--- src/rtl/dm_arbiter.sv ---
// Two-port round-robin arbiter/sequencer for the big-endian data memory.
// Port 0 is the CPU MEM stage; port 1 is the debug/loader port.
module dm_arbiter #(
   parameter int ADDR_W    = 32,
   parameter int DATA_W    = 32,
   parameter int MEM_BYTES = 256
) (
   input  logic              clk,
   input  logic              rst_n,
   input  logic              m0_req,
   input  logic              m0_we,
   input  logic [ADDR_W-1:0] m0_addr,
   input  logic [DATA_W-1:0] m0_wdata,
   output logic              m0_gnt,
   output logic              m0_done,
   output logic              m0_err,
   output logic [DATA_W-1:0] m0_rdata,
   input  logic              m1_req,
   input  logic              m1_we,
   input  logic [ADDR_W-1:0] m1_addr,
   input  logic [DATA_W-1:0] m1_wdata,
   output logic              m1_gnt,
   output logic              m1_done,
   output logic              m1_err,
   output logic [DATA_W-1:0] m1_rdata,
   output logic [ADDR_W-1:0] dm_addr,
   output logic [DATA_W-1:0] dm_data,
   output logic              dm_MemRead,
   output logic              dm_MemWrite,
   input  logic [DATA_W-1:0] dm_rdata,
   output logic              busy
);

   typedef enum logic [1:0] {
      S_IDLE,
      S_ACCESS,
      S_CAPTURE
   } state_t;

   localparam logic [ADDR_W-1:0] MAX_A = ADDR_W'(MEM_BYTES - 4);

   state_t            state_q, state_d;
   logic              owner_q, owner_d;
   logic              last_q, last_d;
   logic              we_q, we_d;
   logic [ADDR_W-1:0] addr_q, addr_d;
   logic [DATA_W-1:0] wdata_q, wdata_d;
   logic              done0_q, done0_d, err0_q, err0_d;
   logic              done1_q, done1_d, err1_q, err1_d;
   logic [DATA_W-1:0] rdata0_q, rdata0_d, rdata1_q, rdata1_d;

   logic elig0, elig1, pick, err, acc;

   // A port's req is ignored while its own done pulse is high
   assign elig0 = m0_req & ~done0_q;
   assign elig1 = m1_req & ~done1_q;
   assign err   = (addr_q[1:0] != 2'b00) | (addr_q > MAX_A);

   always_comb begin
      state_d  = state_q;
      owner_d  = owner_q;
      last_d   = last_q;
      we_d     = we_q;
      addr_d   = addr_q;
      wdata_d  = wdata_q;
      done0_d  = 1'b0;
      err0_d   = 1'b0;
      done1_d  = 1'b0;
      err1_d   = 1'b0;
      rdata0_d = rdata0_q;
      rdata1_d = rdata1_q;
      pick     = 1'b0;
      unique case (state_q)
         S_IDLE: begin
            if (elig0 | elig1) begin
               pick    = (elig0 & elig1) ? ~last_q : elig1;
               owner_d = pick;
               last_d  = pick;
               we_d    = pick ? m1_we : m0_we;
               addr_d  = pick ? m1_addr : m0_addr;
               wdata_d = pick ? m1_wdata : m0_wdata;
               state_d = S_ACCESS;
            end
         end
         S_ACCESS: state_d = S_CAPTURE;
         S_CAPTURE: begin
            state_d = S_IDLE;
            if (owner_q) begin
               done1_d = 1'b1;
               err1_d  = err;
               if (!we_q && !err) rdata1_d = dm_rdata;
            end else begin
               done0_d = 1'b1;
               err0_d  = err;
               if (!we_q && !err) rdata0_d = dm_rdata;
            end
         end
         default: state_d = S_IDLE;
      endcase
   end

   always_ff @(posedge clk or negedge rst_n) begin
      if (!rst_n) begin
         state_q  <= S_IDLE;
         owner_q  <= 1'b0;
         last_q   <= 1'b1;
         we_q     <= 1'b0;
         addr_q   <= '0;
         wdata_q  <= '0;
         done0_q  <= 1'b0;
         err0_q   <= 1'b0;
         done1_q  <= 1'b0;
         err1_q   <= 1'b0;
         rdata0_q <= '0;
         rdata1_q <= '0;
      end else begin
         state_q  <= state_d;
         owner_q  <= owner_d;
         last_q   <= last_d;
         we_q     <= we_d;
         addr_q   <= addr_d;
         wdata_q  <= wdata_d;
         done0_q  <= done0_d;
         err0_q   <= err0_d;
         done1_q  <= done1_d;
         err1_q   <= err1_d;
         rdata0_q <= rdata0_d;
         rdata1_q <= rdata1_d;
      end
   end

   assign busy        = (state_q != S_IDLE);
   assign acc         = (state_q == S_ACCESS) & ~err;
   assign m0_gnt      = busy & ~owner_q;
   assign m1_gnt      = busy & owner_q;
   assign dm_addr     = busy ? addr_q : '0;
   assign dm_data     = busy ? wdata_q : '0;
   assign dm_MemWrite = acc & we_q;
   assign dm_MemRead  = acc & ~we_q;
   assign m0_done     = done0_q;
   assign m0_err      = err0_q;
   assign m0_rdata    = rdata0_q;
   assign m1_done     = done1_q;
   assign m1_err      = err1_q;
   assign m1_rdata    = rdata1_q;

endmodule

--- config.mk ---
export PLATFORM = sky130hd
export DESIGN_NAME = dm_arbiter
export DESIGN_NICKNAME = d
export VERILOG_FILES = /design/src/rtl/dm_arbiter.sv
export SDC_FILE = /design/constraint.sdc
export NUM_CORES = 1
export LEC_CHECK = 0
export ABC_CLOCK_PERIOD_IN_PS = 1900
export CORE_MARGIN = 3
export CORE_UTILIZATION = 37
export CTS_BUF_LIST = sky130_fd_sc_hd__clkbuf_16
export CTS_CLUSTER_SIZE = 16
export DETAILED_ROUTE_END_ITERATION = 8
export PLACE_DENSITY_LB_ADDON = 0.08
export SYNTH_ARGS = -nofsm -noshare
export SYNTH_HDL_FRONTEND = slang
export SYNTH_SLANG_ARGS = --single-unit
--- constraint.sdc ---
create_clock -name clk -period 1.9 [get_ports clk]
set_input_delay 0.285 -clock clk [delete_from_list [all_inputs] [get_ports clk]]
set_output_delay 0.285 -clock clk [all_outputs]
set_load 0.02 [all_outputs]
; ---- Yosys cells after proc, flatten, opt, wreduce, memory -nomap -nowiden
; Cells that the tools add are included.
[word_totals]
ff_bits = 137
latch_bits = 0
ramBits = 0
romBits = 0
input_bits = 166
out_inout_bits = 137
wordCells = 57
mem_count = 0
[op_classes]
add_sub_neg = 0
multipliers = 0
n_div = 0
magnitude_cmp = 1
n_eq_ne = 3
shifts = 0
muxes = 16
bitwise = 16
reduce_logical = 9
[op_table]
columns = op, count
row1 = $mux W32, 4
row2 = $gt A32 B8 Y1 const B, 1
row3 = $mux W1, 10
row4 = $and A1 B1 Y1, 8
row5 = $not A1 Y1, 6
row6 = $reduce_and A3 Y1, 2
row7 = $pmux W2 S2, 1
row8 = $reduce_bool A2 Y1, 2
row9 = $eq A2 B1 Y1 const B, 1
row10 = $eq A2 B2 Y1 const B, 1
row11 = $logic_not A1 Y1, 2
row12 = $logic_not A2 Y1, 1
row13 = $mux W2, 1
row14 = $ne A2 B2 Y1 const B, 1
row15 = $or A1 B1 Y1, 2
row16 = $reduce_and A2 Y1, 1
row17 = $logic_and A1 B1 Y1, 1

; ---- Longest topological paths before layout
[logic_depth]
word_depth = 5
mapped_depth = 7
depth_no_buf = 4

; ---- Least setup slack after synthesis
; Ideal clock, no wire load.
[synth_path]
kind = register to output
from = register addr_q[30]
to = output port dm_MemRead
arrival_time_ps = 1699
required_ps = 1615
path_slack_ps = -84
path_stages_with_launch = 4
path_buffers = 0
path_cell_list = dfrtp_1 nor4_2 nand4_2 nor4b_1
[synth_between]
elab_chain_len = 5
[synth_rtl]
columns = element, line
row1 = "start, declared", 46  ; logic [ADDR_W-1:0] addr_q, addr_d;
row2 = "start signal, assigned", 121  ; addr_q <= addr_d;
row3 = $gt A32 B8 Y1, 57  ; assign err = (addr_q[1:0] != 2'b00) | (addr_q > MAX_A);
row4 = $or A1 B1 Y1, 57
row5 = $not A1 Y1, 133  ; assign acc = (state_q == S_ACCESS) & ~err;
row6 = $and A1 B1 Y1, 133
row7 = $and A1 B1 Y1, 139  ; assign dm_MemRead = acc & ~we_q;
row8 = "end, declared", 28  ; output logic dm_MemRead,
; No other way between the ends.

; ---- Worst setup path after layout
[layout_path]
from = register addr_q[11]
to = output port dm_MemRead
; The elaborated chain is that of the path after synthesis.

==> impl_results.md <==
* Status: finished, violations left
* Failing checks: negative setup slack
* Num rows at between 40 and 50
* Avg Cell Area, Syn at 11.7 um^2
* Setup ws final at -254 ps
* Max_cap viols at 0
* Ratio of final minimum period to clock period at 113%
* CTS sink count at 137
* Final Setup Violations at 93
* Post-synth EDFFs at 0
* Critical path required time at 1620 ps
* Most used cell along the critical path: buf_4
* Die Ht at 135 um
* GRT Util Overall at a little over a fifth
* Vias/cell at 4.76
* Die area at 0.0183 mm^2
* Fin Setup TNS at -11,150 ps
* Root Buffer: clkbuf_16
* Sequential area share after synthesis at 55.3%
* CP Capture Type: primary output
* H-tree depth at 4
* Ranking of synthesized cells by area: dfrtp_1 55%, mux2_1 11%, mux2i_1 10%
* Synthesis-to-finish area growth at 83.6%
* Layout cell share with drive strength beyond 1 at 32.3%
* Clk_lat worst skew at 410 ps
* Die span in x at 135 um
* CP Data Arrival Time at 1870 ps
* Vias in the first global route at 5,611
* Placed inst area at 0.0100 mm^2
* Family with the most delay on the worst path: simple AND/OR/NAND/NOR gates
* Dominant cell type by area after synthesis: dfrtp_1
* CP max FO at 2
* Slowest cell delay on critical path at approximately 400 ps
* Netlist Area Pre-Place at 0.00620 mm^2
* DRT Pass-1 Iters at 4
* CP max-delay cell: dfrtp_1
* Worst vdd ir at 0.000868 V
* Via count at 5,341
* PwrDens at 1420 mW/mm^2
* Gr ovfl total at 0
* Initial antenna violation count at 0
* Final Hold Fails at 0
* Yosys top cell area share at 54.9%
* Initial DRC Count at 160
* Clk buf depth at 2
* Syn Nets at 695
* CP Launch Type: flip-flop
* Most frequent cells in the layout: 232 x clkdlybuf4s50_1, 136 x dfrtp_1, 71 x buf_6
* Min-Delay Path Class: input pin to asynchronous set/reset pin
* Largest net degree at the start of global routing at 69
* IO Count at 303
* Slew @ Worst Pin at 492 ps
* P_leak at 0.00540 uW
* Slew headroom at between 60% and 70%
* Buffers on Ports at roughly 300
* Seq cells post-synth at 137
* First-pass GRT wire length at 30.3 mm
* Max Freq at 0.464 GHz
* Ys flop type: dfrtp_1
* Routed len/inst at 18.0 um
* Synth warn at 0
* Starting density of the core at 38.5%
* NumNets Final at approximately 1,100
* Final setup skew at 6.77 ps
* Clk slew on worst S/H paths at 60 ps
* RSZ-0062 raised after global routing: true
* WP buf/inv at 2
* Synth cell types at 28
* Asr flop ratio synth at 100%
* Inserted Diodes at 0
* Most common cell after layout, fill and taps aside: clkdlybuf4s50_1
* Drt total wl at between 20 and 25 mm
* Total power at 16,200 uW
* Post-route DRC violation count at 0
* TritonCTS clock tree: yes
* Design Area, Final at around 0.011 mm^2
* Crit path kind: flip-flop to primary output
* Placeable Area at 0.0161 mm^2
* Period minus WS final at 2150 ps
* Hpwl dp at about 14 mm
* Post-Syn Instances at 529
* Routed Antenna Nets at 0
* CP Cell Sequence: nor4_2 > nand3_1 > buf_4 > nor4b_4 > buf_4
* Pins Over Slew Limit at 0
* GP Congestion at between 0.7 and 0.8
* Number of buffers created by CTS at 17
==> per-layer routing <==
layer | vias up | GRT usage [%] | wire length [um]
met5 | - | 0 | 0
met4 | 0 | 6.77 | 431
met3 | 30 | 6.46 | 1420
met2 | 213 | 37.2 | 10400
met1 | 2546 | 25.5 | 7880
li1 | 2552 | - | -
==> synthesized netlist by cell type (3+ instances only) <==
cell	count
dfrtp_1	136
nand2_1	67
o21ai_0	67
and2_1	65
mux2i_1	65
mux2_1	60
clkbuf_1	21
buf_6	6
nor2_1	6
buf_2	5
mux2_2	4
buf_1	3
inv_1	3
nor2b_1	3
nor4_1	3
nor4_2	3
==> stage by stage <==
step	setup slack (ps)	std cells	utilization (%)	hold slack, ps
after floorplan	-65.0	529	-	-10.6
after global placement	-225	1064	62.0	255
after detailed placement	-256	1064	62.0	262
after CTS	-276	1113	68.5	392
after global routing	-341	1121	70.6	409
final	-254	1121	70.6	377
==> cell families after synthesis <==
family,after synthesis,synth area share [%]
multiplexers,129,22.1
AND/OR/NAND/NOR,156,13.7
flip-flops,137,55.3
buffers and inverters,38,3.13
AO/OA/AOI/OAI,69,5.65
==> power breakdown <==
group	internal [uW]	leakage (uW)	switching [uW]	total (uW)
combinational	4710	0.00333	3910	8620
sequential	3700	0.00180	549	4250
clock	2060	0.000279	1260	3320
==> path summary, 6_finish.rpt <==
path	slack, ps	cells past startpoint	end	startpoint
worst max-delay path	-250	5	dm_MemRead	addr_q[11]$_DFFE_PN0P_
min in group clk	480	2	wdata_q[26]$_DFFE_PN0P_	wdata_q[26]$_DFFE_PN0P_
worst min-delay path	380	2	m0_rdata[10]$_DFFE_PN0P_	rst_n
worst min register to register	480	2	wdata_q[26]$_DFFE_PN0P_	wdata_q[26]$_DFFE_PN0P_
worst max register to register	-200	7	m0_rdata[17]$_DFFE_PN0P_	addr_q[11]$_DFFE_PN0P_
max in group asynchronous	850	3	wdata_q[4]$_DFFE_PN0P_	rst_n
==> area by class of cell <==
type                    instances  area (um^2)
repair buffers                379         4120
clock inverters                15          176
flip-flops and latches        137         3430
multi-input cells             354         2940
clock buffers                  17          425
well taps                     216          270
fillers                      1140         4740
inverters                       3         13.8
==> sequential cells by signal, summed over array words and instances, names as in the netlist <==
name	flops
m0_err	1
wdata_q	32
state_q	2
we_q	1
owner_q	1
m0_done	1
m1_done	1
m1_err	1
addr_q	32
last_q	1
m1_rdata	32
m0_rdata	32
==> what timing repair did <==
| item | in CTS | in global routing |
|---|---|---|
| cloned | 5 | 9 |
| gates resized for setup | 452 | 49 |
| setup endpoints to repair | 133 | 132 |
| hold buffers | 1 | 0 |
| setup buffers | 11 | 0 |
| pin swaps | 38 | 31 |
| hold endpoints to repair | 47 | 0 |
No activity file was read; power rests on OpenSTA's default activity.
